`src/rtl/led_pattern_seq_if.sv`:
```
// ---------------------------------------------------------------------------
// led_pattern_seq_if
//   Bundles the control and LED signals of the LED pattern sequencer.
//
//   Signals
//     mode    2      pattern select: 0=walk, 1=count, 2=blink, 3=bounce
//     pause   1      1 = freeze the prescaler (no step, no LED change)
//     tick_o  1      one-cycle strobe while a freshly stepped LED value is shown
//     led     LED_W  registered LED pattern, bit 0 = rightmost LED
//     dbg_dir 1      bounce direction state (0=UP, 1=DOWN), observation only
//
//   Handshake: there is no valid/ready pair. mode/pause are level inputs
//   sampled on every clk edge; tick_o is a pure strobe with no backpressure,
//   and led is valid on every cycle (tick_o only flags that it just changed).
//
//   Modports
//     master : the controller side (drives mode/pause, observes outputs)
//     slave  : the sequencer side (led_pattern_seq)
// ---------------------------------------------------------------------------
interface led_pattern_seq_if #(
    parameter int LED_W = 5
);
    logic [1:0]       mode;
    logic             pause;
    logic             tick_o;
    logic [LED_W-1:0] led;
    logic             dbg_dir;

    modport master (
        output mode,
        output pause,
        input  tick_o,
        input  led,
        input  dbg_dir
    );

    modport slave (
        input  mode,
        input  pause,
        output tick_o,
        output led,
        output dbg_dir
    );
endinterface

```
`src/rtl/led_pattern_seq.sv`:
```
// ---------------------------------------------------------------------------
// led_pattern_seq
//   Timed LED pattern sequencer. A prescaler divides clk down to a step tick;
//   on each step the LED register advances one step of the selected pattern
//   (walking one, binary count, blink, bounce). A change of mode is applied
//   as a load of that pattern's initial value on the next step.
//
//   Parameters
//     DIV    clk cycles per pattern step (>= 1)
//     LED_W  LED bus width (>= 2)
//
//   Ports
//     clk   system clock
//     rst   asynchronous, active-high reset
//     bus   led_pattern_seq_if.slave : mode, pause in; tick_o, led, dbg_dir out
// ---------------------------------------------------------------------------
module led_pattern_seq #(
    parameter int DIV   = 25_000_000,
    parameter int LED_W = 5
) (
    input  logic               clk,
    input  logic               rst,
    led_pattern_seq_if.slave   bus
);
    localparam int CW = (DIV > 1) ? $clog2(DIV) : 1;
    localparam logic [CW-1:0] CNT_LAST = CW'(DIV - 1);

    localparam logic [1:0] M_WALK   = 2'd0;
    localparam logic [1:0] M_COUNT  = 2'd1;
    localparam logic [1:0] M_BLINK  = 2'd2;
    localparam logic [1:0] M_BOUNCE = 2'd3;

    typedef enum logic {
        UP   = 1'b0,
        DOWN = 1'b1
    } dir_t;

    logic [CW-1:0]    cnt;
    logic [1:0]       mode_q;
    dir_t             dir;
    logic [LED_W-1:0] led_r;
    logic             tick_r;

    // Shifted versions of the current pattern, used by the bounce mode so
    // the direction flip can look at the value being loaded.
    logic [LED_W-1:0] led_up;
    logic [LED_W-1:0] led_dn;

    always_comb begin
        led_up = led_r << 1;
        led_dn = led_r >> 1;
    end

    // Initial value of each pattern, loaded on the first step after a mode change.
    function automatic logic [LED_W-1:0] init_of(input logic [1:0] m);
        logic [LED_W-1:0] v;
        v = '0;
        if (m == M_WALK || m == M_BOUNCE) begin
            v = LED_W'(1);
        end
        return v;
    endfunction

    always_ff @(posedge clk or posedge rst) begin
        if (rst) begin
            cnt    <= '0;
            mode_q <= M_WALK;
            dir    <= UP;
            led_r  <= LED_W'(1);
            tick_r <= 1'b0;
        end else begin
            tick_r <= 1'b0;
            if (!bus.pause) begin
                if (cnt == CNT_LAST) begin
                    cnt    <= '0;
                    tick_r <= 1'b1;
                    if (bus.mode != mode_q) begin
                        // Mode change: load only, no advance on this step.
                        mode_q <= bus.mode;
                        dir    <= UP;
                        led_r  <= init_of(bus.mode);
                    end else begin
                        case (mode_q)
                            M_WALK:  led_r <= {led_r[LED_W-2:0], led_r[LED_W-1]};
                            M_COUNT: led_r <= led_r + LED_W'(1);
                            M_BLINK: led_r <= ~led_r;
                            default: begin
                                // Flip direction as soon as an end position is
                                // reached so that end is shown exactly once.
                                if (dir == UP) begin
                                    led_r <= led_up;
                                    if (led_up[LED_W-1]) dir <= DOWN;
                                end else begin
                                    led_r <= led_dn;
                                    if (led_dn[0]) dir <= UP;
                                end
                            end
                        endcase
                    end
                end else begin
                    cnt <= cnt + CW'(1);
                end
            end
        end
    end

    assign bus.led     = led_r;
    assign bus.tick_o  = tick_r;
    assign bus.dbg_dir = dir;
endmodule
```
`src/flat_wrapper.sv`:
```
// flat-port wrapper written by rule: the top's interface ports become plain ports
module led_pattern_seq_flat 
#(
    parameter int DIV   = 25_000_000,
    parameter int LED_W = 5
)
  (clk, rst, bus_mode, bus_pause, bus_tick_o, bus_led, bus_dbg_dir);
  led_pattern_seq_if #(.LED_W(LED_W)) bus_i ();
  input  logic clk;
  input  logic rst;
  input wire logic [$bits(bus_i.mode)-1:0] bus_mode;
  input wire logic [$bits(bus_i.pause)-1:0] bus_pause;
  output wire logic [$bits(bus_i.tick_o)-1:0] bus_tick_o;
  output wire logic [$bits(bus_i.led)-1:0] bus_led;
  output wire logic [$bits(bus_i.dbg_dir)-1:0] bus_dbg_dir;
  assign bus_i.mode = bus_mode;
  assign bus_i.pause = bus_pause;
  assign bus_tick_o = bus_i.tick_o;
  assign bus_led = bus_i.led;
  assign bus_dbg_dir = bus_i.dbg_dir;
  led_pattern_seq #(.DIV(DIV), .LED_W(LED_W)) u_core (.clk(clk), .rst(rst), .bus(bus_i));
endmodule
```
`config.mk`:
```
export PLATFORM = sky130hd
export DESIGN_NAME = led_pattern_seq_flat
export DESIGN_NICKNAME = d
export VERILOG_FILES = /design/src/rtl/led_pattern_seq_if.sv /design/src/rtl/led_pattern_seq.sv /design/src/flat_wrapper.sv
export SDC_FILE = /design/constraint.sdc
export NUM_CORES = 1
export LEC_CHECK = 0
export CAP_MARGIN = 20
export CORE_ASPECT_RATIO = 1.5
export CORE_MARGIN = 5
export CORE_UTILIZATION = 42
export CTS_BUF_LIST = sky130_fd_sc_hd__clkbuf_16
export DETAILED_ROUTE_END_ITERATION = 10
export SLEW_MARGIN = 20
export SYNTH_ARGS = -nofsm -noshare
export SYNTH_HDL_FRONTEND = slang
export SYNTH_SLANG_ARGS = --single-unit
```
`constraint.sdc`:
```
create_clock -name clk -period 2.43 [get_ports clk]
set_input_delay 0.3645 -clock clk [delete_from_list [all_inputs] [get_ports clk]]
set_output_delay 0.3645 -clock clk [all_outputs]
set_load 0.01 [all_outputs]
```
# Word level (Yosys, flattened, before mapping)
# Index checks and enable logic that the tools add are counted.
classes:
  n_addsub: 2
  reduce_logical: 7
  bitwise_logic: 2
  eq_ne: 6
  mux: 12
ops:
  columns: ["op", "n"]
  rows:
  - ["adder 25 x 1 -> 25 bit, second input constant", 1]
  - ["equality test 25 bit, second input constant", 1]
  - ["2-to-1 mux 25 bit", 1]
  - ["case mux 5 bit (3 select lines)", 1]
  - ["2-to-1 mux 5 bit", 2]
  - ["2-to-1 mux 1 bit", 8]
  - ["AND reduction 3 bit", 2]
  - ["adder 5 x 1 -> 5 bit, second input constant", 1]
  - ["inverter 5 bit", 1]
  - ["equality test 2 bit, second input constant", 2]
  - ["logical NOT 2 bit", 2]
  - ["OR reduction 3 bit", 1]
  - ["equality test 2 x 1 -> 1 bit, second input constant", 1]
  - ["!= test 2 x 1 -> 1 bit, second input constant", 1]
  - ["!= test 2 bit", 1]
  - ["AND reduction 2 bit", 1]
  - ["logical OR 1 bit", 1]
  - ["inverter 1 bit", 1]
word_totals:
  word_cells: 34
  out_inout_bits: 7
  register_bits: 34

# Logic depth before layout (Yosys ltp)
# Gate-level depths: netlist of the first run.
depth:
  word_depth: 4
  mapped_depth: 7
  mapped_depth_nobuf: 5

# Least setup slack after synthesis of the first run
# Ideal clock, no wire load.
synth_timing:
  kind: "reg-to-reg"
  start: "register u_core.cnt[0]"
  end: "register u_core.mode_q[0]"
  synth_period_minus_slack_ps: 1807
  required_time_ps: 2303
  stages_incl_launch_ff: 7
  n_path_buf: 1
  t_arrival_ps: 1680
  path_slack_ps: 623
  cell_sequence: "dfrtp_1 > ha_1 > nor2b_1 > nand4_1 > nor3_2 > buf_6 > mux2_1"
synth_via:
  elab_chain_len: 2
synth_rtl:
  columns: ["element", "line_no", "text"]
  rows:
  - ["from (decl)", "led_pattern_seq.sv:38", "logic [CW-1:0] cnt;"]
  - ["from (signal assigned)", "led_pattern_seq.sv:101", "cnt <= cnt + CW'(1);"]
  - ["equality test 25 bit", "led_pattern_seq.sv:74", "if (cnt == CNT_LAST) begin"]
  - ["AND reduction 3 bit (no source line)", null, null]
  - ["to (signal assigned)", "led_pattern_seq.sv:79", "mode_q <= bus.mode;"]
  - ["to (decl)", "led_pattern_seq.sv:39", "logic [1:0] mode_q;"]
# Every way passes these cells.
# A chain may end at the register's enable or synchronous reset.

# Final worst setup path of the first run
layout_timing:
  start: "register u_core.cnt[6]"
  end: "register u_core.mode_q[0]"
# The elaborated chain is that of the path after synthesis.

==> results of run 1 <==
[registers in the layout (all words and copies together) (netlist names)]
signal / count
u_core.bus.dbg_dir: 1
u_core.bus.led: 5
u_core.bus.tick_o: 1
u_core.cnt: 25
u_core.mode_q: 2
[cell usage after synthesis (all sizes together) (3+ instances only)]
cell type / number / area share (%)
dfrtp: 33 / 41
nor2: 14 / 2.6
nand3: 13 / 4.1
xnor2: 13 / 5.6
nand2: 12 / 2.6
nand4: 9 / 3.1
a21oi: 8 / 2.4
mux2: 8 / 4.5
buf: 7 / 2.7
o31ai: 7 / 2.6
xor2: 7 / 3.0
mux2i: 6 / 3.0
or4: 6 / 2.6
inv: 5 / 0.93
clkbuf: 4 / 0.74
nor3: 4 / 1.2
and4: 3 / 1.3
nor4b: 3 / 1.9
[cells by family (layout without fill, tap and decap cells)]
| family | after synthesis | count (layout) | share of synthesized area, % |
|---|---|---|---|
| buffers and inverters | 16 | 28 | 4.336 |
| AND/OR/NAND/NOR | 76 | 76 | 23.98 |
| AO/OA/AOI/OAI | 27 | 27 | 9.915 |
| adder cells (fa/ha/maj) | 2 | 2 | 1.239 |
| flip-flops | 34 | 34 | 42.19 |
| multiplexers | 16 | 16 | 9.665 |
| XOR/XNOR | 20 | 20 | 8.674 |
[report_power, final]
| part | switching, mW | internal, mW | leakage [nW] |
|---|---|---|---|
| logic | 0.0928 | 0.0897 | 0.446 |
| registers | 0.0894 | 0.629 | 0.444 |
| clock network | 0.217 | 0.370 | 0.0724 |
[routing by layer]
metal	share of wire (%)	vias to the layer above	track usage, %	wire, µm
li1	-	729	-	-
met5	0	-	0	0
met1	40	751	16.39	1691
met3	3.0	12	3.452	128
met4	3.0	0	7.119	127
met2	54	30	26.32	2270
[per-stage QoR]
stage,area (µm²),std cells
after floorplan,2019,191
after global placement,2186,261
after detailed placement,2186,261
after CTS,2323,269
after global routing,2323,269
final,2323,269
[area by class of cell]
cell class	instances	area [µm²]
fillers	450	2409
multi-input cells	141	1080
flip-flops and latches	34	852.1
repair buffers	15	152.6
clock buffers	5	125.1
well taps	66	82.58
inverters	5	18.77
clock inverters	3	12.51
[path summary, 6_finish.rpt]
path	startpoint	end	slack (ps)	cells after the start
setup / recovery	u_core.cnt[6]$_DFFE_PP0N_	u_core.mode_q[0]$_DFFE_PP0P_	550	5
hold / removal	u_core.cnt[24]$_DFFE_PP0N_	u_core.cnt[24]$_DFFE_PP0N_	470	1
setup reg to reg	u_core.cnt[6]$_DFFE_PP0N_	u_core.mode_q[0]$_DFFE_PP0P_	550	5
hold reg to reg	u_core.cnt[24]$_DFFE_PP0N_	u_core.cnt[24]$_DFFE_PP0N_	470	1
max in group asynchronous	rst	u_core.bus.led[0]$_DFFE_PP1P_	1580	3
min in group asynchronous	rst	u_core.cnt[2]$_DFFE_PP0N_	500	3
[worst max-delay path, stage by stage (launching register included)]
cell and delay (ps):
dfrtp_1 460, nor4b_2 340, nand3_1 150, nor3_2 270, buf_12 190, mux2_1 330
==> impl_metrics.py, run 1 <==
metrics = {
    "timing": {
        "fin_tns_setup_ps": 0,
        "hold-worst-slack_ps": 472.9,
        "setup_viol": 0,
        "fin_crit_sh_pct": 77.52,
        "period_minus_slack_ps": 1884,
        "max_freq_ghz": 0.5308,
        "worst_slew_pin_slew_ps": 563.8,
        "hold_viol": 0,
        "skew_ps": 2.908,
        "rsz0062_at_grt": "no",
        "drv_slew": 0,
        "finalWorstSetupSlack_ps": 546.2,
        "maxSlewHeadroom_pct": 62.13,
    },
    "synthesis": {
        "syn_inst": 191,
        "async_reset_ff_share_pct": 100.0,
        "ys_warn_count": 0,
        "mappedNetlistNets": 198,
        "seq_area_frac_synth_pct": 42.19,
        "synth_edf_count": 0,
        "ys_ff_latch": 34,
        "synth_area_um2": 2019,
        "synthFlopType": "dfrtp_1",
        "syn_avg_cell_area_um2": 10.57,
        "synth_cell_types": 54,
    },
    "final_layout": {
        "final_cell_mix": "dfrtp_1 (33), nor2_1 (14), xnor2_1 (13)",
        "layout_commonest_cell": "dfrtp_1",
        "syn2layout_area_growth_pct": 15.06,
        "final_nets": 209,
        "diodes": 0,
        "fin_util_pct": 49.10,
        "drive_gt1_share_pct": 15.27,
    },
    "floorplan": {
        "core_um2": 4732,
        "fp.dieArea_um2": 6323,
        "die_x_um": 66.62,
        "ioPinCount": 12,
        "die_h_um": 94.93,
        "std_cell_rows": 31,
        "initial_core_util_pct": 42.68,
    },
    "power_and_ir_drop": {
        "irDropWorstVdd_mv": 0.3415,
        "p_leak_nw": 0.9628,
        "p_per_area_nw_per_um2": 640.2,
        "total_power_mw": 1.487,
    },
    "grt": {
        "overflow": 0,
        "grt_pass1_vias": 1554,
        "grt_pass1_wl_um": 7231,
        "track_usage_pct": 14.88,
        "antenna_found_initial": 0,
        "grt_max_degree": 35,
    },
    "critical_path": {
        "start_kind": "register",
        "cp_max_fo": 17,
        "worst-setup-path-type": "register to register",
        "arrival_ps": 2030,
        "end_kind": "register",
        "crit_required_ps": 2580,
    },
    "routing": {
        "via_count": 1522,
        "antenna_left": 0,
        "dr.pass1.iters": 4,
        "drt_iter0_drc": 38,
        "vias_per_cell": 5.658,
        "drc": 0,
        "avgRoutedWirePerCell_um": 15.68,
        "routed_wl_um": 4217,
    },
    "clock_network": {
        "root_buffer": "clkbuf_16",
        "htree_levels": 2,
        "clk_latency_ps": 270,
        "clock_path_buffers": 2,
        "clk_pin_slew_ps": 50,
        "cts_num_sinks": 34,
        "cts_setup_buffers": 0,
        "holdBufCountCts": 0,
        "cts_buffers": 5,
        "post_cts_resized": 0,
        "cts_tree": "yes",
    },
    "placement": {
        "port_buffers": 11,
        "post-place-ws_ps": 258.9,
        "gp_congestion": 0.7876,
        "hpwl_um": 3067,
    },
    "run_status": {
        "status": "complete, no violations",
    },
    "flow_run": {
        "maxCapViolations": 0,
    },
    "min_path": {
        "hp-class": "register to register",
    },
}
(Power assumes the default switching activity.)
==> run 2: changes to the inputs <==
Clock period 2.43 ns to 1.8 ns, I/O delays scaled along.
==> run 2 against run 1 <==
  * Setup slack worse by 480 ps
  * Cell count is 13% higher
  * Sequential share of layout area is 4.4 points lower
  * Clock power is 63% higher
  * Wire length is 16% higher
  * Sequential power is 31% higher
  * Non-clock buffer count is 34 higher
  * Sequential cell count stayed put
==> impl_metrics.py, run 2 (synthesized netlist as in run 1, its figures left out) <==
metrics = {
    "run_status": {
        "status": "complete, no violations",
    },
    "critical_path": {
        "end_kind": "register",
        "worst-setup-path-type": "input port to register",
        "start_kind": "input port",
        "slowest_stage": "or4_1",
        "arrival_ps": 1930,
        "path_cells": "clkdlybuf4s50_1 -> and4b_2 -> nand2_4 -> or4_1 -> a21oi_1",
        "critPathTopFamily": "simple AND/OR/NAND/NOR gates",
        "crit_required_ps": 2000,
        "critPathBufInv": 1,
        "max_stage_delay_ps": 520,
        "cp_max_fo": 7,
    },
    "floorplan": {
        "die_h_um": 94.93,
        "std_cell_rows": 31,
        "die_x_um": 66.62,
        "core_um2": 4732,
        "ioPinCount": 12,
        "initial_core_util_pct": 42.68,
        "fp.dieArea_um2": 6323,
    },
    "grt": {
        "track_usage_pct": 16.94,
        "overflow": 0,
        "grt_max_degree": 35,
        "antenna_found_initial": 0,
        "grt_pass1_wl_um": 8121,
        "grt_pass1_vias": 1741,
    },
    "placement": {
        "post-place-ws_ps": -197.0,
        "gp_congestion": 0.8481,
        "place_area_um2": 2424,
        "port_buffers": 11,
        "hpwl_um": 3636,
        "place_inst": 294,
    },
    "final_layout": {
        "stdcell_area_um2": 2644,
        "diodes": 0,
        "fill_cells": 437,
        "largest_register_ffs": 25,
        "multi_input_area_um2": 1127,
        "final_nets": 243,
        "seqCellArea_um2": 852.1,
        "fin_util_pct": 55.87,
        "regMostFlops": "u_core.cnt",
        "final_cells": 303,
        "layout_commonest_cell": "buf_4",
        "syn2layout_area_growth_pct": 30.92,
        "drive_gt1_share_pct": 30.38,
        "final_cell_mix": "buf_4 (38), dfrtp_1 (33), nor2_1 (14), xnor2_1 (13)",
    },
    "power_and_ir_drop": {
        "irDropWorstVdd_mv": 0.6878,
        "total_power_mw": 2.318,
        "p_leak_nw": 1.166,
        "p_per_area_nw_per_um2": 876.8,
    },
    "flow_run": {
        "maxCapViolations": 0,
    },
    "timing": {
        "drv_slew": 0,
        "period_minus_slack_ps": 1730,
        "setup_viol": 0,
        "worst_slew_pin_slew_ps": 431.9,
        "hold_viol": 0,
        "maxSlewHeadroom_pct": 71.20,
        "max_freq_ghz": 0.5781,
        "hold-worst-slack_ps": 401.0,
        "finalWorstSetupSlack_ps": 70.28,
        "fin_crit_sh_pct": 96.10,
        "fin_tns_setup_ps": 0,
        "skew_ps": 6.996,
    },
    "routing": {
        "avgRoutedWirePerCell_um": 16.17,
        "dr.pass1.iters": 4,
        "routed_wl_um": 4899,
        "via_count": 1674,
        "drc": 0,
        "antenna_left": 0,
        "drt_iter0_drc": 83,
        "vias_per_cell": 5.525,
    },
    "clock_network": {
        "htree_levels": 2,
        "cts_num_sinks": 34,
        "root_buffer": "clkbuf_16",
        "cts_buffers": 5,
        "clk_latency_ps": 280,
        "clk_pin_slew_ps": 60,
        "clock_path_buffers": 2,
        "holdBufCountCts": 0,
        "cts_tree": "yes",
    },
    "min_path": {
        "hp-class": "input port to asynchronous set/reset pin",
    },
}
==> run 2: timing repair <==
action	4_1_cts	5_1_grt
gates resized for setup	1	9
setup buffers	0	1
hold endpoints to repair	0	0
endpoints found under the setup margin	4	15
pin swaps	0	2
==> run 2: area by class of cell <==
class,count,share of cell area [%]
multi-input cells,141,42.64
flip-flops and latches,34,32.23
repair buffers,49,15.05
clock buffers,5,4.733
well taps,66,3.124
clock inverters,3,1.514
inverters,5,0.7099
==> run 2: where the power goes <==
part           internal, mW  switching, mW  total, mW  leakage, nW
Sequential            0.849         0.0915      0.941        0.444
Combinational         0.220          0.204      0.424        0.638
Clock                 0.647          0.307      0.954       0.0836
==> run 2: worst min-delay path: cells and delay by family <==
family	cells	cell delay (ps)
buffers and inverters	3	830
==> run 2: final timing paths <==
path	startpoint	to	slack [ps]	cells past startpoint
setup / recovery	bus_pause	u_core.cnt[16]$_DFFE_PP0N_	70	5
hold / removal	rst	u_core.bus.led[1]$_DFFE_PP0P_	400	3
setup reg to reg	u_core.cnt[6]$_DFFE_PP0N_	u_core.cnt[16]$_DFFE_PP0N_	70	5
hold reg to reg	u_core.cnt[24]$_DFFE_PP0N_	u_core.cnt[24]$_DFFE_PP0N_	520	1
max in group asynchronous	rst	u_core.bus.led[0]$_DFFE_PP1P_	1070	3
min in group clk	u_core.cnt[24]$_DFFE_PP0N_	u_core.cnt[24]$_DFFE_PP0N_	520	1
==> run 2: layer usage <==
metal | GRT usage [%] | vias to the layer above | part of all wire (%)
met2 | 32.70 | 29 | 58
met3 | 2.857 | 9 | 2.3
met4 | 7.119 | 0 | 2.2
li1 | - | 797 | -
met1 | 17.30 | 839 | 38
met5 | 0 | - | 0
==> run 3: changes to the inputs <==
Settings changed: GPL_ROUTABILITY_DRIVEN set to 0.
==> results of run 3 <==
Same layout as run 2: the final DEF is identical, and so are final timing and power.
